$ cat config.mk
export PLATFORM = sky130hd
export DESIGN_NAME = snake_fb_writer
export DESIGN_NICKNAME = d
export VERILOG_FILES = /design/src/rtl/snake_fb_pkg.sv /design/src/rtl/sync_fifo.sv /design/src/rtl/snake_fb_writer.sv
export SDC_FILE = /design/constraint.sdc
export NUM_CORES = 1
export LEC_CHECK = 0
export ABC_AREA = 1
export BUFFER_PORTS_ARGS = -buffer_cell sky130_fd_sc_hd__buf_2
export CORE_MARGIN = 5
export CORE_UTILIZATION = 50
export CTS_BUF_LIST = sky130_fd_sc_hd__clkbuf_8
export DETAILED_ROUTE_END_ITERATION = 16
export PLACE_DENSITY = 0.69
export SLEW_MARGIN = 40
export SYNTH_ARGS = -nofsm -noshare
export SYNTH_HDL_FRONTEND = slang
export SYNTH_HIERARCHICAL = 1
export SYNTH_SLANG_ARGS = --single-unit
$ cat constraint.sdc
create_clock -name pclk -period 4.7 [get_ports pclk]
set_input_delay 0 -clock pclk [delete_from_list [all_inputs] [get_ports pclk]]
set_output_delay 0 -clock pclk [all_outputs]
set_load 0.03 [all_outputs]
$ cat src/rtl/snake_fb_pkg.sv
// Shared constants, types and helpers for the snake frame buffer writer.
package snake_fb_pkg;

    localparam int GRID     = 75;
    localparam int FB_WORDS = GRID * GRID;
    localparam int FB_AW    = 13;
    localparam int CW       = 7;

    localparam logic [FB_AW-1:0] LAST_ADDR = FB_AW'(FB_WORDS - 1);
    localparam logic [CW-1:0]    GRID_C    = CW'(GRID);

    typedef enum logic {
        IDLE  = 1'b0,
        CLEAR = 1'b1
    } fb_state_e;

    // One queued paint request
    typedef struct packed {
        logic [CW-1:0] x;
        logic [CW-1:0] y;
        logic [11:0]   color;
        logic [3:0]    tag;
    } fb_req_t;

    localparam int REQ_W = $bits(fb_req_t);

    // x + 75*y as shifts and adds: 75 = 64 + 8 + 2 + 1; max 5624 fits 13 bits
    function automatic logic [FB_AW-1:0] cell_addr(input logic [CW-1:0] x,
                                                   input logic [CW-1:0] y);
        return {6'b0, x} + {y, 6'b0} + {3'b0, y, 3'b0} + {5'b0, y, 1'b0} + {6'b0, y};
    endfunction

    // Stored word: colour in [15:4], tag in [3:0]
    function automatic logic [15:0] pack_word(input logic [11:0] color,
                                              input logic [3:0]  tag);
        return {color, tag};
    endfunction

endpackage

$ cat src/rtl/sync_fifo.sv
// Small synchronous show-ahead FIFO; rd_data is the head entry whenever !empty.
module sync_fifo #(
    parameter int W     = 30,
    parameter int DEPTH = 4,
    localparam int AW   = $clog2(DEPTH)
) (
    input  logic          clk,
    input  logic          rstn,
    input  logic          push,
    input  logic          pop,
    input  logic [W-1:0]  wr_data,
    output logic [W-1:0]  rd_data,
    output logic          full,
    output logic          empty,
    output logic [AW:0]   count
);

    logic [W-1:0]  mem [DEPTH];
    logic [AW-1:0] wp, rp;

    assign rd_data = mem[rp];
    assign full    = (count == (AW+1)'(DEPTH));
    assign empty   = (count == '0);

    // Storage array; contents need no reset since count gates visibility
    always_ff @(posedge clk) begin
        if (push) mem[wp] <= wr_data;
    end

    // Pointers and occupancy; simultaneous push/pop leaves count unchanged
    always_ff @(posedge clk) begin
        if (!rstn) begin
            wp    <= '0;
            rp    <= '0;
            count <= '0;
        end else begin
            if (push) wp <= wp + AW'(1);
            if (pop)  rp <= rp + AW'(1);
            case ({push, pop})
                2'b10:   count <= count + (AW+1)'(1);
                2'b01:   count <= count - (AW+1)'(1);
                default: count <= count;
            endcase
        end
    end

endmodule

$ cat src/rtl/snake_fb_writer.sv
// Write-side engine for the 75x75 snake frame buffer: queued cell paints plus clear sweeps.
module snake_fb_writer
    import snake_fb_pkg::*;
#(
    parameter int FIFO_DEPTH  = 4,
    parameter bit VBLANK_GATE = 1'b1
) (
    input  logic             pclk,
    input  logic             rstn,
    input  logic             req_valid,
    output logic             req_ready,
    input  logic [6:0]       req_x,
    input  logic [6:0]       req_y,
    input  logic [11:0]      req_color,
    input  logic [3:0]       req_tag,
    input  logic             clr_start,
    input  logic [11:0]      clr_color,
    input  logic             vblank,
    output logic             we,
    output logic [FB_AW-1:0] waddr,
    output logic [15:0]      wdata,
    output logic             busy,
    output logic             clr_done,
    output logic             err_oob
);

    localparam int CNT_W = $clog2(FIFO_DEPTH) + 1;

    fb_state_e        state, state_d;
    logic [FB_AW-1:0] cnt, cnt_d;
    logic [11:0]      clr_color_q, clr_color_d;
    logic             we_d, clr_done_d;
    logic [FB_AW-1:0] waddr_d;
    logic [15:0]      wdata_d;

    fb_req_t          wr_req, rd_req;
    logic             push, pop, fifo_full, fifo_empty;
    logic [CNT_W-1:0] fifo_count;
    logic             xfer, in_range;

    // Ready depends only on registered occupancy, so a full FIFO refuses even while popping
    assign req_ready = rstn && !fifo_full;
    assign xfer      = req_valid && req_ready;
    assign in_range  = (req_x < GRID_C) && (req_y < GRID_C);
    assign push      = xfer && in_range;
    assign wr_req    = '{x: req_x, y: req_y, color: req_color, tag: req_tag};

    // clr_done keeps busy up through the final clear write
    assign busy = (state == CLEAR) || (fifo_count != '0) || clr_done;

    sync_fifo #(.W(REQ_W), .DEPTH(FIFO_DEPTH)) u_fifo (
        .clk     (pclk),
        .rstn    (rstn),
        .push    (push),
        .pop     (pop),
        .wr_data (wr_req),
        .rd_data (rd_req),
        .full    (fifo_full),
        .empty   (fifo_empty),
        .count   (fifo_count)
    );

    // Next-state and next-write selection: clear beats draining; draining waits on the gate
    always_comb begin
        state_d     = state;
        cnt_d       = cnt;
        clr_color_d = clr_color_q;
        pop         = 1'b0;
        we_d        = 1'b0;
        waddr_d     = waddr;
        wdata_d     = wdata;
        clr_done_d  = 1'b0;
        case (state)
            IDLE: begin
                if (clr_start) begin
                    state_d     = CLEAR;
                    cnt_d       = '0;
                    clr_color_d = clr_color;
                end else if (!fifo_empty && (!VBLANK_GATE || vblank)) begin
                    pop     = 1'b1;
                    we_d    = 1'b1;
                    waddr_d = cell_addr(rd_req.x, rd_req.y);
                    wdata_d = pack_word(rd_req.color, rd_req.tag);
                end
            end
            CLEAR: begin
                we_d    = 1'b1;
                waddr_d = cnt;
                wdata_d = pack_word(clr_color_q, 4'h0);
                if (cnt == LAST_ADDR) begin
                    clr_done_d = 1'b1;
                    state_d    = IDLE;
                end else begin
                    cnt_d = cnt + FB_AW'(1);
                end
            end
            default: state_d = IDLE;
        endcase
    end

    // State, sweep counter and registered RAM write port
    always_ff @(posedge pclk) begin
        if (!rstn) begin
            state       <= IDLE;
            cnt         <= '0;
            clr_color_q <= '0;
            we          <= 1'b0;
            waddr       <= '0;
            wdata       <= '0;
            clr_done    <= 1'b0;
            err_oob     <= 1'b0;
        end else begin
            state       <= state_d;
            cnt         <= cnt_d;
            clr_color_q <= clr_color_d;
            we          <= we_d;
            waddr       <= waddr_d;
            wdata       <= wdata_d;
            clr_done    <= clr_done_d;
            err_oob     <= xfer && !in_range;
        end
    end

endmodule

Word level (Yosys, flattened, before mapping) --
Memory sizes are Yosys's and may differ from the RTL's. A register that Yosys moved wholly into a read port is not among the register bits. Cells that the tools add are included.
Word-level totals: register bits after elaboration 65, RAM bits 120, bits of input ports 47, output and inout bits 34, word-level logic and storage cells 72, memories 1
Cells by class: add/subtract/negate cells 9, order comparisons 2, equal/unequal tests 8, multiplexer cells 22, bitwise gates (word level) 1, reductions and logical operators 18
Memories:
- u_fifo.mem | words 4, width 30, read ports 1, clocked after Yosys merged registers in 1, wr ports 1, RTL line sync_fifo.sv:18 | logic [W-1:0] mem [DEPTH];
Operators with widths (count):
- $mux W13 | 4
- $pmux W13 S2 | 2
- $mux W16 | 2
- $pmux W16 S2 | 1
- $lt A7 B7 Y1 const B | 2
- $add A13 B1 Y13 const B | 1
- $add A13 B10 Y13 | 1
- $add A13 B7 Y13 | 1
- $add A13 B8 Y13 | 1
- $add A7 B13 Y13 | 1
- $eq A13 B13 Y1 const B | 1
- $mux W1 | 8
- $ne A2 B2 Y1 const B | 4
- $reduce_and A2 Y1 | 4
- $logic_and A1 B1 Y1 | 6
- $pmux W3 S2 | 1
- $add A2 B1 Y2 const B | 2
- $mux W2 | 2
- $pmux W1 S2 | 2
- $add A3 B1 Y3 const B | 1
- $eq A3 B3 Y1 const B | 1
- $logic_not A1 Y1 | 3
- $logic_not A3 Y1 | 1
- $reduce_bool A3 Y1 | 1
- other kinds (6) | 7

Longest topological paths before layout --
Gate-level depths: netlist of the first run.
depth in word-level cells 8, gate-level depth with buffers 20

By module --
The synthesis of the first run kept the hierarchy.
By module, submodules not included:
- sync_fifo | times used 1, cells each 348, area an instance 4937.2 µm², seq. area each 3783.6 µm²
- snake_fb_writer | times used 1, cells each 479, area an instance 3513.4 µm², seq. area each 1161.1 µm²

Worst setup path before layout of the first run --
Ideal clock, no wire load.
path type register -> register, from reg (tool-made name), to reg waddr[11], arrival time 3634 ps, required time 4568 ps, slack 934 ps, cell stages (with the launch flop) 19, cells stage by stage dfxtp_1 buf_6 inv_8 buf_6 nor2_1 o22ai_1 inv_1 fa_1 inv_1 fa_1 ha_1 inv_1 fa_1 o21ai_0 nand2_1 nand2_1 nand2_1 nand3_1 a21oi_1
RTL lines:
- end signal, assigned | RTL line snake_fb_writer.sv:117 | waddr <= waddr_d;
- end, declared | RTL line snake_fb_writer.sv:20 | output logic [FB_AW-1:0] waddr,

==> impl_metrics.toml, run 1 <==
[power_and_ir_drop]
p_sw_share_pct = 27.1
p_int_mw = 2.59
post_layout_power_mw = 3.55
p_switching_uw = 962
ir_drop_v = 0.000442
power_density_nw_per_um2 = 359
power.share.combinational_pct = 16.2
pwr-share-seq_pct = 50.7
leakage_nw = 3.84
clock_power_share_pct = 33.1

[synth]
synth.yosys.seq_area_share_pct = 58.5
synth_ff_type = "sky130_fd_sc_hd__edfxtp_1"
synthCells = 827
synth-seq-cells = 187
mean_area_per_synthesized_cell_um2 = 10.2
syn_nets = 922
number_of_enable_flip_flop_cells_after_synthesis = 120
synth_cell_types = 39
synthesis.yosys.warnings = 6
synth_area_um2 = 8450
synthArstFlopShare_pct = 0

[setup_path]
r2r_cells = 16
worst_ep_arrival_time_ns = 4.67
critPathLaunchType = "flip-flop"
setup.worst_path.end_class = "flip-flop"
critPathKind = "reg -> reg"
peak_fanout_along_the_critical_path = 60
crit_required_ns = 5.08

[routing]
route.met2.wl_um = 8680
dr_wl_met3_um = 1250
finalWirelength_um = 18800
vias_per_cell = 5.24
remaining_design_rule_violation_count = 0
met1_length_um = 8640
drtPass1Iterations = 6
route.detailed.wl_per_inst_um = 15.9
ant_nets_after_route = 0
iteration_0_drc_markers = 377
highest_layer = "met4"
routed-via-count = 6171

[clocking]
cts-buffers-inserted = 17
tritoncts_clock_tree = "done"
h-tree-depth = 4
cts.clk_slew.worst_paths_ns = 0.09
clock-sinks = 187
cts_max_path_buffers = 2
ctsRootBufferMaster = "sky130_fd_sc_hd__clkbuf_8"
insertion_delay_ns = 0.46

[sta]
timing.final.crit_period_ns = 4.30
finalCritPeriodShare_pct = 91.4
finalMaxSlewViolations = 0
maxClockFrequency_mhz = 233
setup_violations = 0
worst_slew_margin_rel_pct = 54.2
worstMarginPinSlew_ns = 0.687
final_hold_viol_count = 0
worst_clock_skew_ns = 0.0204
unrepaired_setup_endpoints_after_global_routing = "false"
final.setup.tns_ns = 0

[floorplan]
die_y_um = 140
floorplan.rows = 47
io_pins = 81
floorplan.initialDensity_pct = 51.0
chipWidth_um = 140
fp.coreArea_um2 = 16600
die_area_um2 = 19600

[flow_run]
maxCapViolCount = 0

[placed_design]
hpwl_um = 12500
place.gp.congestion = 0.840
placed_instance_area_um2 = 8970
port_buffers = 80

[grt]
globalRoute.totalOverflow = 0
grt_max_degree = 61
initial_antenna_violation_count = 0
grtUsageTotal_pct = 19.3
grt_first_pass_wirelength_um = 30300
grt_pass1_vias = 5845

[layout]
fraction_of_final_layout_cells_sized_beyond_drive_strength_1_pct = 15.4
area.growth.synth_to_final_pct = 17.0
finish.utilization_pct = 59.6
nets = 1040
final_cell_area_um2 = 9890
antenna_cell_count = 0

[worst_hold_path]
hold_path_depth = 5
min_from = "clr_start"
min_path_type = "in -> reg"

[status]
outcome = "complete, no violations"
[power by group through the flow]
stage | registers (mW) | clock network (mW) | logic (mW)
after floorplan | 1.86 | 0 | 0.384
after global placement | 1.84 | 0 | 0.540
after detailed placement | 1.84 | 0 | 0.544
after CTS | 1.80 | 1.20 | 0.576
after global routing | 1.81 | 1.27 | 0.659
final | 1.80 | 1.18 | 0.576
[worst max-delay path, stage by stage (launching register included)]
cell and delay [ns]:
sky130_fd_sc_hd__dfxtp_2 0.43, sky130_fd_sc_hd__inv_8 0.31, sky130_fd_sc_hd__nor2_1 0.07, sky130_fd_sc_hd__o22ai_1 0.35, sky130_fd_sc_hd__inv_1 0.16, sky130_fd_sc_hd__fa_1 0.55, sky130_fd_sc_hd__inv_1 0.05, sky130_fd_sc_hd__fa_1 0.44
sky130_fd_sc_hd__ha_1 0.29, sky130_fd_sc_hd__ha_1 0.19, sky130_fd_sc_hd__inv_1 0.06, sky130_fd_sc_hd__fa_1 0.39, sky130_fd_sc_hd__o21ai_0 0.43, sky130_fd_sc_hd__nand2_1 0.13, sky130_fd_sc_hd__nand3_1 0.11, sky130_fd_sc_hd__nand3_1 0.08
sky130_fd_sc_hd__a21oi_1 0.15
[cells in the final DEF, fill, tap and decap left out, drive strengths merged, types with 14 or more instances in the layout]
cell	netlist	routed
nand2	147	147
edfxtp	120	120
nor2	113	113
o21ai	96	96
buf	29	92
inv	71	75
dfxtp	67	67
dlygate4sd3	0	44
ha	34	34
a21oi	32	32
o22ai	30	30
nand3	21	21
a31oi	20	20
clkbuf	8	17
fa	14	14
[registers in the layout, summed over array words and instances (netlist names), 2 cells and up, named ones only]
| name | flops |
|---|---|
| u_fifo/rp | 2 |
| u_fifo/wp | 2 |
| wdata | 16 |
| cnt | 13 |
| clr_color_q | 12 |
| u_fifo/mem | 120 |
| waddr | 13 |
| u_fifo/count | 3 |
[cell families after synthesis]
family / after synthesis / share of synthesized area, %
DFF: 187 / 58.5
xor gates and xnor gates: 4 / 0.415
buffers and inverters: 109 / 6.29
and+or+nand+nor: 297 / 14.7
AOI/OAI and AO/OA: 182 / 11.7
adders and majority gates: 48 / 8.35
[synthesized netlist by cell type (all sizes together) (2+ instances only)]
cell | n | area, um2
edfxtp | 120 | 3600
nand3 | 21 | 128
o22ai | 30 | 188
nand3b | 4 | 30.0
a21oi | 32 | 164
buf | 29 | 223
clkbuf | 8 | 30.0
ha | 34 | 425
o21ai | 96 | 480
nand2 | 147 | 567
inv | 71 | 274
a31oi | 20 | 125
dfxtp | 67 | 1340
fa | 14 | 280
nand4 | 4 | 25.0
xor2 | 2 | 17.5
nor2 | 113 | 434
nor3 | 8 | 61.3
xnor2 | 2 | 17.5
[routing by layer]
layer  GRT usage (%)  up-vias
met5               0        -
met4            5.25        0
met3            4.23       15
met2            30.3      190
met1            27.5     2893
li1                -     3073
[worst paths after layout]
path,endpoint,slack (ns)
worst min-delay path,clr_color_q[1],0.06
worst max-delay path,waddr[11],0.40
worst max register to register,waddr[11],0.40
worst min register to register,flip-flop,0.46
[metrics by stage]
step | hold WS (ns) | worst slack [ns] | instances
6_report | 0.0569 | 0.404 | 1178
2_1_floorplan | 0.0989 | 0.934 | 827
5_1_grt | 0.0668 | 0.0262 | 1178
4_1_cts | 0.0264 | 0.352 | 1177
3_5_place_dp | 0.217 | 0.376 | 1101
3_3_place_gp | 0.215 | 0.519 | 1101
[repair_timing]
item / CTS / global route
gates resized for setup: 0 / 0
hold endpoints to repair: 134 / 0
setup buffers: 0 / 0
hold buffers: 44 / 0
[layout make-up]
class	instances	area [um2]
timing repair buffer	136	951
fill	1425	6690
inverter	72	279
tap	220	275
multi-input combinational	531	2980
clock inverter	15	221
sequential	187	4950
clock buffer	17	234
Power figures use the tool's default switching activity.
==> inputs of run 2 (changes only) <==
CTS_BUF_LIST = sky130_fd_sc_hd__clkbuf_16   (was sky130_fd_sc_hd__clkbuf_8)
==> run 2 against run 1 <==
Compared with the run above: flip-flop and latch count did not move; total power rose by 10%; clock power rose by 31%; non-clock buffer count fell by 1; design area rose by 1.8%; clock-buffer cell count did not move; final cell count barely moved; hold slack barely moved; wire length rose by 1.4%; via count rose by 0.28%; largest power group unchanged.
==> impl_metrics.toml, run 2 (synthesis gave the netlist of run 1 again) <==
[status]
outcome = "complete, no violations"

[grt]
grt_pass1_vias = 5865
grtUsageTotal_pct = 19.6
globalRoute.totalOverflow = 0
grt_max_degree = 61
grt_first_pass_wirelength_um = 30600
initial_antenna_violation_count = 0

[layout]
commonest_cells_after_routing_fill_and_taps_aside = "143 x sky130_fd_sc_hd__nand2_1, 120 x sky130_fd_sc_hd__edfxtp_1, 109 x sky130_fd_sc_hd__nor2_1, 80 x sky130_fd_sc_hd__buf_2, 66 x sky130_fd_sc_hd__dfxtp_1"
largestRegisters = "u_fifo/mem: 120 flops, wdata: 16 flops"
final_common_cell = "sky130_fd_sc_hd__nand2_1"
antenna_cell_count = 0
largest_reg_flops = 120
nFillCells = 1390
most_flop_heavy_register = "u_fifo/mem"
nets = 1039
area.growth.synth_to_final_pct = 19.2
fraction_of_final_layout_cells_sized_beyond_drive_strength_1_pct = 15.5
layoutNonFillerInstCount = 1177

[clocking]
cts-buffers-inserted = 17
clock-sinks = 187
ctsRootBufferMaster = "sky130_fd_sc_hd__clkbuf_16"
tritoncts_clock_tree = "done"
insertion_delay_ns = 0.44
h-tree-depth = 4
cts_max_path_buffers = 2
cts.clk_slew.worst_paths_ns = 0.07

[power_and_ir_drop]
leakage_nw = 3.93
post_layout_power_mw = 3.92
power_density_nw_per_um2 = 389
ir_drop_v = 0.000275

[sta]
worst_setup_slack_after_layout_ns = 0.404
finalCritPeriodShare_pct = 91.4
worst_slew_margin_rel_pct = 55.4
worst_clock_skew_ns = 0.0274
finalMaxSlewViolations = 0
setup_violations = 0
timing.final.crit_period_ns = 4.30
worstMarginPinSlew_ns = 0.668
unrepaired_setup_endpoints_after_global_routing = "false"
maxClockFrequency_mhz = 233
final.setup.tns_ns = 0
final_hold_viol_count = 0

[setup_path]
critical_path_cell_with_the_highest_stage_delay = "sky130_fd_sc_hd__fa_1"
critPathKind = "reg -> reg"
path_cells = "inv_8 > nor2_1 > o22ai_1 > inv_1 > fa_1 > inv_1 > fa_1 > ha_1 > ha_1 > inv_1 > fa_1 > o21ai_0 > nand2_1 > nand2_1 > nand2_1 > nand3_1 > a21oi_1"
peak_fanout_along_the_critical_path = 60
setup.worst_path.end_class = "flip-flop"
worst_ep_arrival_time_ns = 4.58
critPathLaunchType = "flip-flop"
crit_required_ns = 4.99
critical-path-max-stage-delay_ns = 0.55

[floorplan]
floorplan.rows = 47
die_area_um2 = 19600
chipWidth_um = 140
die_y_um = 140
io_pins = 81
floorplan.initialDensity_pct = 51.0
fp.coreArea_um2 = 16600

[routing]
route.detailed.wl_per_inst_um = 16.2
finalWirelength_um = 19000
vias_per_cell = 5.26
drtPass1Iterations = 5
iteration_0_drc_markers = 348
ant_nets_after_route = 0
routed-via-count = 6188
remaining_design_rule_violation_count = 0

[placed_design]
hpwl_um = 12500
dp.cells = 1101
port_buffers = 80
place.gp.congestion = 0.840
dp_slack_ns = 0.376

[flow_run]
maxCapViolCount = 0

[worst_hold_path]
min_path_type = "in -> reg"
[run 2: changes by cell type in the layout (fill, tap and decap cells not counted)]
cell / before / now
sky130_fd_sc_hd__dlygate4sd3_1: 44 / 43
sky130_fd_sc_hd__clkbuf_16: 0 / 17
sky130_fd_sc_hd__clkbuf_8: 17 / 0
[run 2: worst paths after layout]
| kind | from | to | slack [ns] | cells past startpoint |
|---|---|---|---|---|
| worst max-delay path | flip-flop | waddr[11] | 0.40 | 17 |
| worst min-delay path | rstn | u_fifo/count[2] | 0.06 | 3 |
| worst max register to register | flip-flop | waddr[11] | 0.40 | 17 |
| worst min register to register | u_fifo/rp[1] | u_fifo/rp[1] | 0.46 | 1 |
[run 2: where the power goes]
group | switching, mW | internal, mW
clock network | 0.634 | 0.902
logic | 0.356 | 0.218
registers | 0.0218 | 1.78
[run 2: metal layers]
| metal | global-route usage, % | part of all wire (%) | wire length, um |
|---|---|---|---|
| met2 | 31.4 | 47 | 8980 |
| met1 | 27.3 | 45 | 8570 |
| met4 | 5.66 | 1.4 | 264 |
| met5 | 0 | 0 | 0 |
| met3 | 4.09 | 6.4 | 1220 |
[run 2: layout make-up]
class,count,area [um2],area share (%)
Multi-Input combinational cell,531,2980,29.6
Tap cell,220,275,2.73
Inverter,72,279,2.77
Clock buffer,17,425,4.22
Sequential cell,187,4950,49.1
Clock inverter,15,221,2.20
Timing Repair Buffer,135,941,9.34
[run 2: through the flow]
stage	hold WS (ns)	instance area, um2	util, %
3_3_place_gp	0.215	8960	54.1
3_5_place_dp	0.217	8970	54.1
5_1_grt	0.0956	10100	60.7
4_1_cts	0.0315	10000	60.6
6_report	0.0574	10100	60.7
2_1_floorplan	0.0989	8450	-
[run 2: worst max-delay path, delay by kind of cell, from the launching register on]
kind | cells | cell delay, ns
compound gates | 3 | 0.85
fa+ha+maj | 5 | 1.85
buf+inv | 4 | 0.57
flops | 1 | 0.42
simple gates | 5 | 0.42
[run 2: what timing repair did]
action                                 in CTS  in global routing
hold buffers                               43                  0
endpoints found under the hold margin     133                  0
setup buffers                               0                  0
resized for setup                           0                  0
